`config.mk`:
```
export PLATFORM = sky130hd
export DESIGN_NAME = seq_shifter
export DESIGN_NICKNAME = d
export VERILOG_FILES = /design/src/rtl/seq_shifter.sv
export SDC_FILE = /design/constraint.sdc
export NUM_CORES = 1
export LEC_CHECK = 0
export CAP_MARGIN = 40
export CORE_MARGIN = 5
export CORE_UTILIZATION = 40
export DETAILED_ROUTE_END_ITERATION = 16
export PLACE_DENSITY = 0.83
export SYNTH_ARGS = -nofsm -noshare
export SYNTH_HDL_FRONTEND = slang
export SYNTH_SLANG_ARGS = --single-unit
```
`constraint.sdc`:
```
create_clock -name clk -period 1.3 [get_ports clk]
set_clock_uncertainty 0.15 [all_clocks]
set_input_delay 0.13 -clock clk [delete_from_list [all_inputs] [get_ports clk]]
set_output_delay 0.13 -clock clk [all_outputs]
set_load 0.05 [all_outputs]
```
`src/rtl/seq_shifter.sv`:
```
// seq_shifter: multi-cycle, bit-serial shift/rotate engine.
//
// Moves the operand one bit position per clock under a start/busy/done
// handshake. The result and carry follow the same rules as the single-cycle
// combinational shifter.
//
// Ports:
//   clk          in   rising-edge clock
//   rst          in   asynchronous, active-high reset
//   start        in   request, sampled only while busy = 0
//   data         in   [WIDTH-1:0] operand, captured on accepted start
//   opcode       in   [1:0] operation (`SHL_FN, `SHR_FN, `ROL_FN, `ROR_FN)
//   shift_count  in   [CNT_W-1:0] bit positions, captured on accepted start
//   busy         out  high while shifting
//   done         out  one-cycle pulse when shift_out and C are valid
//   shift_out    out  [WIDTH-1:0] working/result register
//   C            out  carry flag, holds with shift_out
//
// Build option:
//   SEQ_SHIFTER_ROT_CARRY_EN - when defined, rotates load C with the bit that
//   wrapped around; otherwise rotates leave C at 0.

`ifndef SHL_FN
`define SHL_FN 2'b00
`endif
`ifndef SHR_FN
`define SHR_FN 2'b01
`endif
`ifndef ROL_FN
`define ROL_FN 2'b10
`endif
`ifndef ROR_FN
`define ROR_FN 2'b11
`endif

module seq_shifter #(
  parameter int WIDTH = 8,
  parameter int CNT_W = 3
) (
  input  logic             clk,
  input  logic             rst,
  input  logic             start,
  input  logic [WIDTH-1:0] data,
  input  logic [1:0]       opcode,
  input  logic [CNT_W-1:0] shift_count,
  output logic             busy,
  output logic             done,
  output logic [WIDTH-1:0] shift_out,
  output logic             C
);

  typedef enum logic [1:0] {
    S_IDLE  = 2'd0,
    S_SHIFT = 2'd1,
    S_DONE  = 2'd2
  } state_t;

  state_t           state_q, state_d;
  logic [WIDTH-1:0] w_q, w_d;
  logic [1:0]       op_q, op_d;
  logic [CNT_W-1:0] cnt_q, cnt_d;
  logic             c_q, c_d;

  always_ff @(posedge clk or posedge rst) begin
    if (rst) begin
      state_q <= S_IDLE;
      w_q     <= '0;
      op_q    <= '0;
      cnt_q   <= '0;
      c_q     <= 1'b0;
    end else begin
      state_q <= state_d;
      w_q     <= w_d;
      op_q    <= op_d;
      cnt_q   <= cnt_d;
      c_q     <= c_d;
    end
  end

  always_comb begin
    state_d = state_q;
    w_d     = w_q;
    op_d    = op_q;
    cnt_d   = cnt_q;
    c_d     = c_q;

    case (state_q)
      // DONE accepts a new start exactly like IDLE, which gives back-to-back issue.
      S_IDLE, S_DONE: begin
        if (start) begin
          w_d     = data;
          op_d    = opcode;
          cnt_d   = shift_count;
          c_d     = 1'b0;
          state_d = (shift_count != '0) ? S_SHIFT : S_DONE;
        end else begin
          state_d = S_IDLE;
        end
      end

      S_SHIFT: begin
        cnt_d = cnt_q - 1'b1;
        case (op_q)
          `SHL_FN: begin
            c_d = w_q[WIDTH-1];
            w_d = {w_q[WIDTH-2:0], 1'b0};
          end
          `SHR_FN: begin
            c_d = w_q[0];
            w_d = {1'b0, w_q[WIDTH-1:1]};
          end
          `ROL_FN: begin
`ifdef SEQ_SHIFTER_ROT_CARRY_EN
            c_d = w_q[WIDTH-1];
`endif
            w_d = {w_q[WIDTH-2:0], w_q[WIDTH-1]};
          end
          default: begin
`ifdef SEQ_SHIFTER_ROT_CARRY_EN
            c_d = w_q[0];
`endif
            w_d = {w_q[0], w_q[WIDTH-1:1]};
          end
        endcase
        // The last bit is processed on the same edge that leaves SHIFT.
        if (cnt_q == CNT_W'(1)) begin
          state_d = S_DONE;
        end
      end

      default: begin
        state_d = S_IDLE;
      end
    endcase
  end

  assign busy      = (state_q == S_SHIFT);
  assign done      = (state_q == S_DONE);
  assign shift_out = w_q;
  assign C         = c_q;

endmodule
```
Yosys cells after proc, flatten, opt, wreduce, memory -nomap -nowiden

Cells that the tools add are included.

Multiplexer cells: 12
Reductions and logical operators: 8
Add/subtract/negate cells: 1
Eq/ne operators: 8

Operators by type and width:

| cell                                                                     | number |
|---|---|
| 8-bit one-hot mux with 3 select lines                                    | 1 |
| 8-bit one-hot mux with 2 select lines                                    | 1 |
| 8-bit two-way mux                                                        | 1 |
| 2-bit two-way mux                                                        | 3 |
| 3-bit one-hot mux with 2 select lines                                    | 1 |
| 2-bit by 1-bit == test with 1-bit output (second input constant)         | 2 |
| 2-bit == test (second input constant)                                    | 2 |
| 2-bit zero test                                                          | 2 |
| 1-bit one-hot mux with 2 select lines                                    | 2 |
| 2-bit one-hot mux with 2 select lines                                    | 1 |
| 2-bit AND reduction                                                      | 2 |
| 3-bit by 1-bit == test with 1-bit output (second input constant)         | 1 |
| 3-bit two-way mux                                                        | 1 |
| 3-bit by 1-bit inequality test with 1-bit output (second input constant) | 1 |
| 3-bit AND reduction                                                      | 1 |
| 3-bit nonzero test                                                       | 1 |
| 3-bit by 1-bit subtractor with 3-bit output (second input constant)      | 1 |
| 2-bit by 1-bit inequality test with 1-bit output (second input constant) | 1 |
| 2-bit inequality test (second input constant)                            | 1 |
| 2-bit nonzero test                                                       | 1 |
| 2-bit OR reduction                                                       | 1 |
| 1-bit two-way mux                                                        | 1 |

Output and inout bits: 11
Register bits after elaboration: 16

Depth between registers and ports, before layout

Depth in word-level cells: 4
Depth in mapped cells: 5
Gate-level depth less buffers: 4

Worst setup path before layout

Ideal clock, no wire load.

Path type: register to register
From: register state_q[1]
To: register cnt_q[1]
Period minus slack after synthesis: 1499 ps
Stages on the path, launching flop included: 6
Setup slack: -199 ps
Arrival time: 1223 ps
Required time: 1024 ps
Buffers on the path: 1
Cell sequence: dfrtp_1 nand2b_1 buf_6 inv_2 nor2_2 a221o_1

Elaborated cells between the ends (all ways): 8
Classes of those cells: eq/ne: 3; mux: 1; reduce/logical: 4

RTL lines:

| what                                       | line | text |
|---|---|---|
| from (decl)                                | 58   | `state_t state_q, state_d;` |
| from (signal assigned)                     | 72   | `state_q <= state_d;` |
| 2-bit by 1-bit == test with 1-bit output * | --   |  |
| named net busy                             | 46   | `output logic busy,` |
| 2-bit nonzero test (no line)               | --   |  |
| 2-bit AND reduction (no line)              | --   |  |
| to (signal assigned)                       | 75   | `cnt_q <= cnt_d;` |
| to (decl)                                  | 61   | `logic [CNT_W-1:0] cnt_q, cnt_d;` |

The timed path passes the listed nets; every way through them passes the cells marked *.
A chain may end at the register's enable or synchronous reset.

Worst setup path in the final report

From: register state_q[0]
To: output busy

Cells in the longest elaborated chain, start to end: 1

RTL lines:

| what                                     | line | text |
|---|---|---|
| 2-bit by 1-bit == test with 1-bit output | 137  | `assign busy = (state_q == S_SHIFT);` |
| to (decl)                                | 46   |  |

No other way between the ends.

==> qor.yml <==
status:
  status: "complete, but fails checks"
  violations: "setup timing"
route:
  dr.max_layer_used: "met4"
  drt-initial-drc-count: 13
  wl_um: 2220
  detail-route-antenna-nets: 0
  drc_errors: 0
  met2_wirelength_um: 1070
  met3_length_um: 131
  wirelength_met1_um: 971
  drtPass1Iterations: 4
  wire_per_inst_um: 14.7
  vias_per_cell: 5.31
  vias: 802
setup_path:
  crit_chain: "nand2b_4 > inv_12 > buf_6 > buf_12"
  worstPathRequired_ns: 1.02
  critPathKind: "reg2out"
  cp-end-kind: "output pin"
  worstSetupStartpointType: "flop"
  r2r_slack_ns: -0.12
  cp.arrival_ns: 1.16
  cpPeakStageDelay_ns: 0.44
  reg2reg_to: "C"
  rr_worst_depth: 4
  cp_slowest_cell: "dfrtp_2"
  r2r-start: "state_q[1]"
  cp_max_fo: 5
pwr:
  p_seq_share_pct: 26.9
  fin_total_pwr_mw: 4.23
  p_switching_mw: 1.86
  switching_share_pct: 44.1
  pwr-share-clk_pct: 6.6
  internal_power_mw: 2.36
  power_density_nw_per_um2: 2950
  leakagePower_nw: 0.625
  comb_power_share_pct: 66.5
  vdd_drop_max_uv: 1610
synth:
  synth_seq_cells: 16
  syn_area_per_cell_sq_um: 10.1
  syn_inst: 83
  seq_area_frac_synth_pct: 47.6
  synth_area_sq_um: 841
  syn_nets: 101
  ys_types: 25
  yosysWarnings: 0
global_routing:
  grt_pass1_wl_um: 4130
  grt_max_degree: 17
  grtUsageTotal_pct: 16.6
  antenna_found_initial: 0
  grt_pass1_vias: 859
  gr-total-overflow: 0
die:
  die_h_um: 55.8
  num_rows: 16
  start_util_pct: 42.4
  die_w_um: 55.8
  dieArea_sq_um: 3120
  io-pin-count: 27
  core_area_sq_um: 1980
layout:
  n_antenna_cell: 0
  areaGrowthSynthToFinish_pct: 70.4
  drive_gt1_share_pct: 37.9
  n_fill_cell: 121
  nets: 143
placement:
  place_hpwl_um: 1480
  portBuffers: 26
  gp_congestion: 0.801
clock_network:
  h-tree-depth: 1
  clkSinkCount: 16
  cts_buffers: 3
  clockBufferDepth: 2
  cts_tree: "built"
  root_buffer: "clkbuf_4"
  cts.clk_slew.worst_paths_ns: 0.10
  clkLatencyLatePin_ns: 0.29
sta:
  holdWs_ns: 0.210
  rsz0062_at_grt: "yes"
  finalCritPeriodShare_pct: 111
  fin_ws_ns: -0.142
  setup_viol: 14
  fin_crit_ns: 1.44
  drv_slew: 0
  slew_headroom_pct: 79.1
  tightest_slew_ns: 0.314
  final_hold_viol_count: 0
  fmax_ghz: 0.693
hold_path:
  hold_depth: 3
  worstHoldStart: "opcode[1]"
  hold_class: "in2reg"
  hold_path_end: "op_q[1]"
job:
  maxCapViolations: 0
-- critical path: cells and delay by family, from the launching register on --
| kind | cells | cell delay [ns] |
|---|---|---|
| buffers and inverters | 3 | 0.29 |
| and+or+nand+nor | 1 | 0.15 |
| DFF | 1 | 0.44 |
-- worst max path at each step --
stage	slack (ns)	endpoint	startpoint
after floorplan	-0.01	shift_out[1]	state_q[1]
after global placement	-0.31	shift_out[7]	start
after detailed placement	-0.39	cnt_q[1]	start
after CTS	-0.15	busy	state_q[0]
after global routing	-0.22	C	state_q[1]
final	-0.14	busy	state_q[0]
-- cell families after synthesis --
logic type	share of synthesized area (%)
buf+inv	6.25
mux	7.14
simple gates	17.7
flops	47.6
fa+ha+maj	2.98
compound gates	18.3
-- power groups by stage --
stage	registers [mW]	clock network, mW	logic (mW)
final	1.14	0.279	2.81
after global placement	1.11	0	2.41
after detailed placement	1.12	0	2.48
after CTS	1.12	0.282	2.73
after floorplan	1.42	0	1.21
after global routing	1.18	0.303	3.03
-- flip-flops by register name (all words and copies together) (netlist names) --
register	flops
shift_out	8
state_q	2
C	1
cnt_q	3
op_q	2
-- area by class of cell --
class | instances | area, sq um | area share (%)
Timing Repair Buffer | 42 | 508 | 35.5
Sequential cell | 16 | 413 | 28.8
Clock buffer | 4 | 26.3 | 1.83
Multi-Input combinational cell | 58 | 424 | 29.6
Inverter | 4 | 27.5 | 1.92
Tap cell | 27 | 33.8 | 2.36
-- per-layer routing --
| layer | global-route usage, % | up-vias |
|---|---|---|
| met5 | 0 | - |
| met3 | 4.87 | 5 |
| met4 | 7.12 | 0 |
| met1 | 21.1 | 388 |
| li1 | - | 380 |
| met2 | 26.0 | 29 |
-- cells in the final DEF (no fill, tap or decap) --
cell type,synthesis,layout
nand2b_4,0,1
inv_1,3,3
a21oi_1,4,2
mux2i_1,6,6
inv_12,0,1
dfrtp_2,0,10
buf_12,0,11
nor3b_1,1,1
ha_1,2,2
a22o_1,1,1
o21ai_0,1,1
a211oi_2,0,2
dlygate4sd3_1,0,1
nand3_1,1,1
nor2_4,0,1
clkbuf_1,0,1
nor2b_1,4,4
a21oi_2,0,2
and2b_1,1,1
nand3b_1,1,1
dfrtp_1,16,6
nor3_1,1,1
o22ai_1,2,1
nand2_1,11,11
clkbuf_4,0,3
o22ai_2,0,1
nor2_1,5,5
clkdlybuf4s50_1,0,15
buf_6,2,4
a31oi_1,2,2
a221o_1,8,8
buf_4,0,11
or3_1,1,1
nand2b_1,3,2
-- cells in the mapped netlist (all sizes together) --
cell    count  area, sq um
nor3b       1         7.51
nor2        6         25.0
inv         4         15.0
nor2b       4         25.0
o22ai       2         12.5
nand3b      1         7.51
nand2      11         41.3
dfrtp      16          400
buf         5         37.5
nor3        1         5.00
a22o        1         8.76
mux2i       6         60.1
nand2b      3         18.8
and2b       1         7.51
a21oi       4         20.0
or3         1         6.26
a31oi       2         12.5
a221o       8         80.1
a211oi      2         15.0
o21ai       1         5.00
nand3       1         5.00
ha          2         25.0
-- stage by stage --
step           std cells  util (%)  instance area [sq um]  setup slack (ns)  TNS [ns]
4_1_cts              151      71.1                   1410            -0.146     -1.12
3_3_place_gp         137      65.0                   1290            -0.309     -3.00
5_1_grt              151      72.3                   1430            -0.217     -2.28
6_report             151      72.3                   1430            -0.142    -0.950
3_5_place_dp         137      65.0                   1290            -0.386     -4.02
2_1_floorplan         83         -                    891           -0.0129   -0.0894
-- what timing repair did --
| action | 4_1_cts | 5_1_grt |
|---|---|---|
| endpoints found under the hold margin | 16 | 0 |
| hold buffers | 1 | 0 |
| buffers inserted | 9 | 0 |
| setup endpoints to repair | 14 | 17 |
| resized for setup | 5 | 6 |
| pin swaps | 2 | 1 |
No activity file was read; power rests on OpenSTA's default activity.
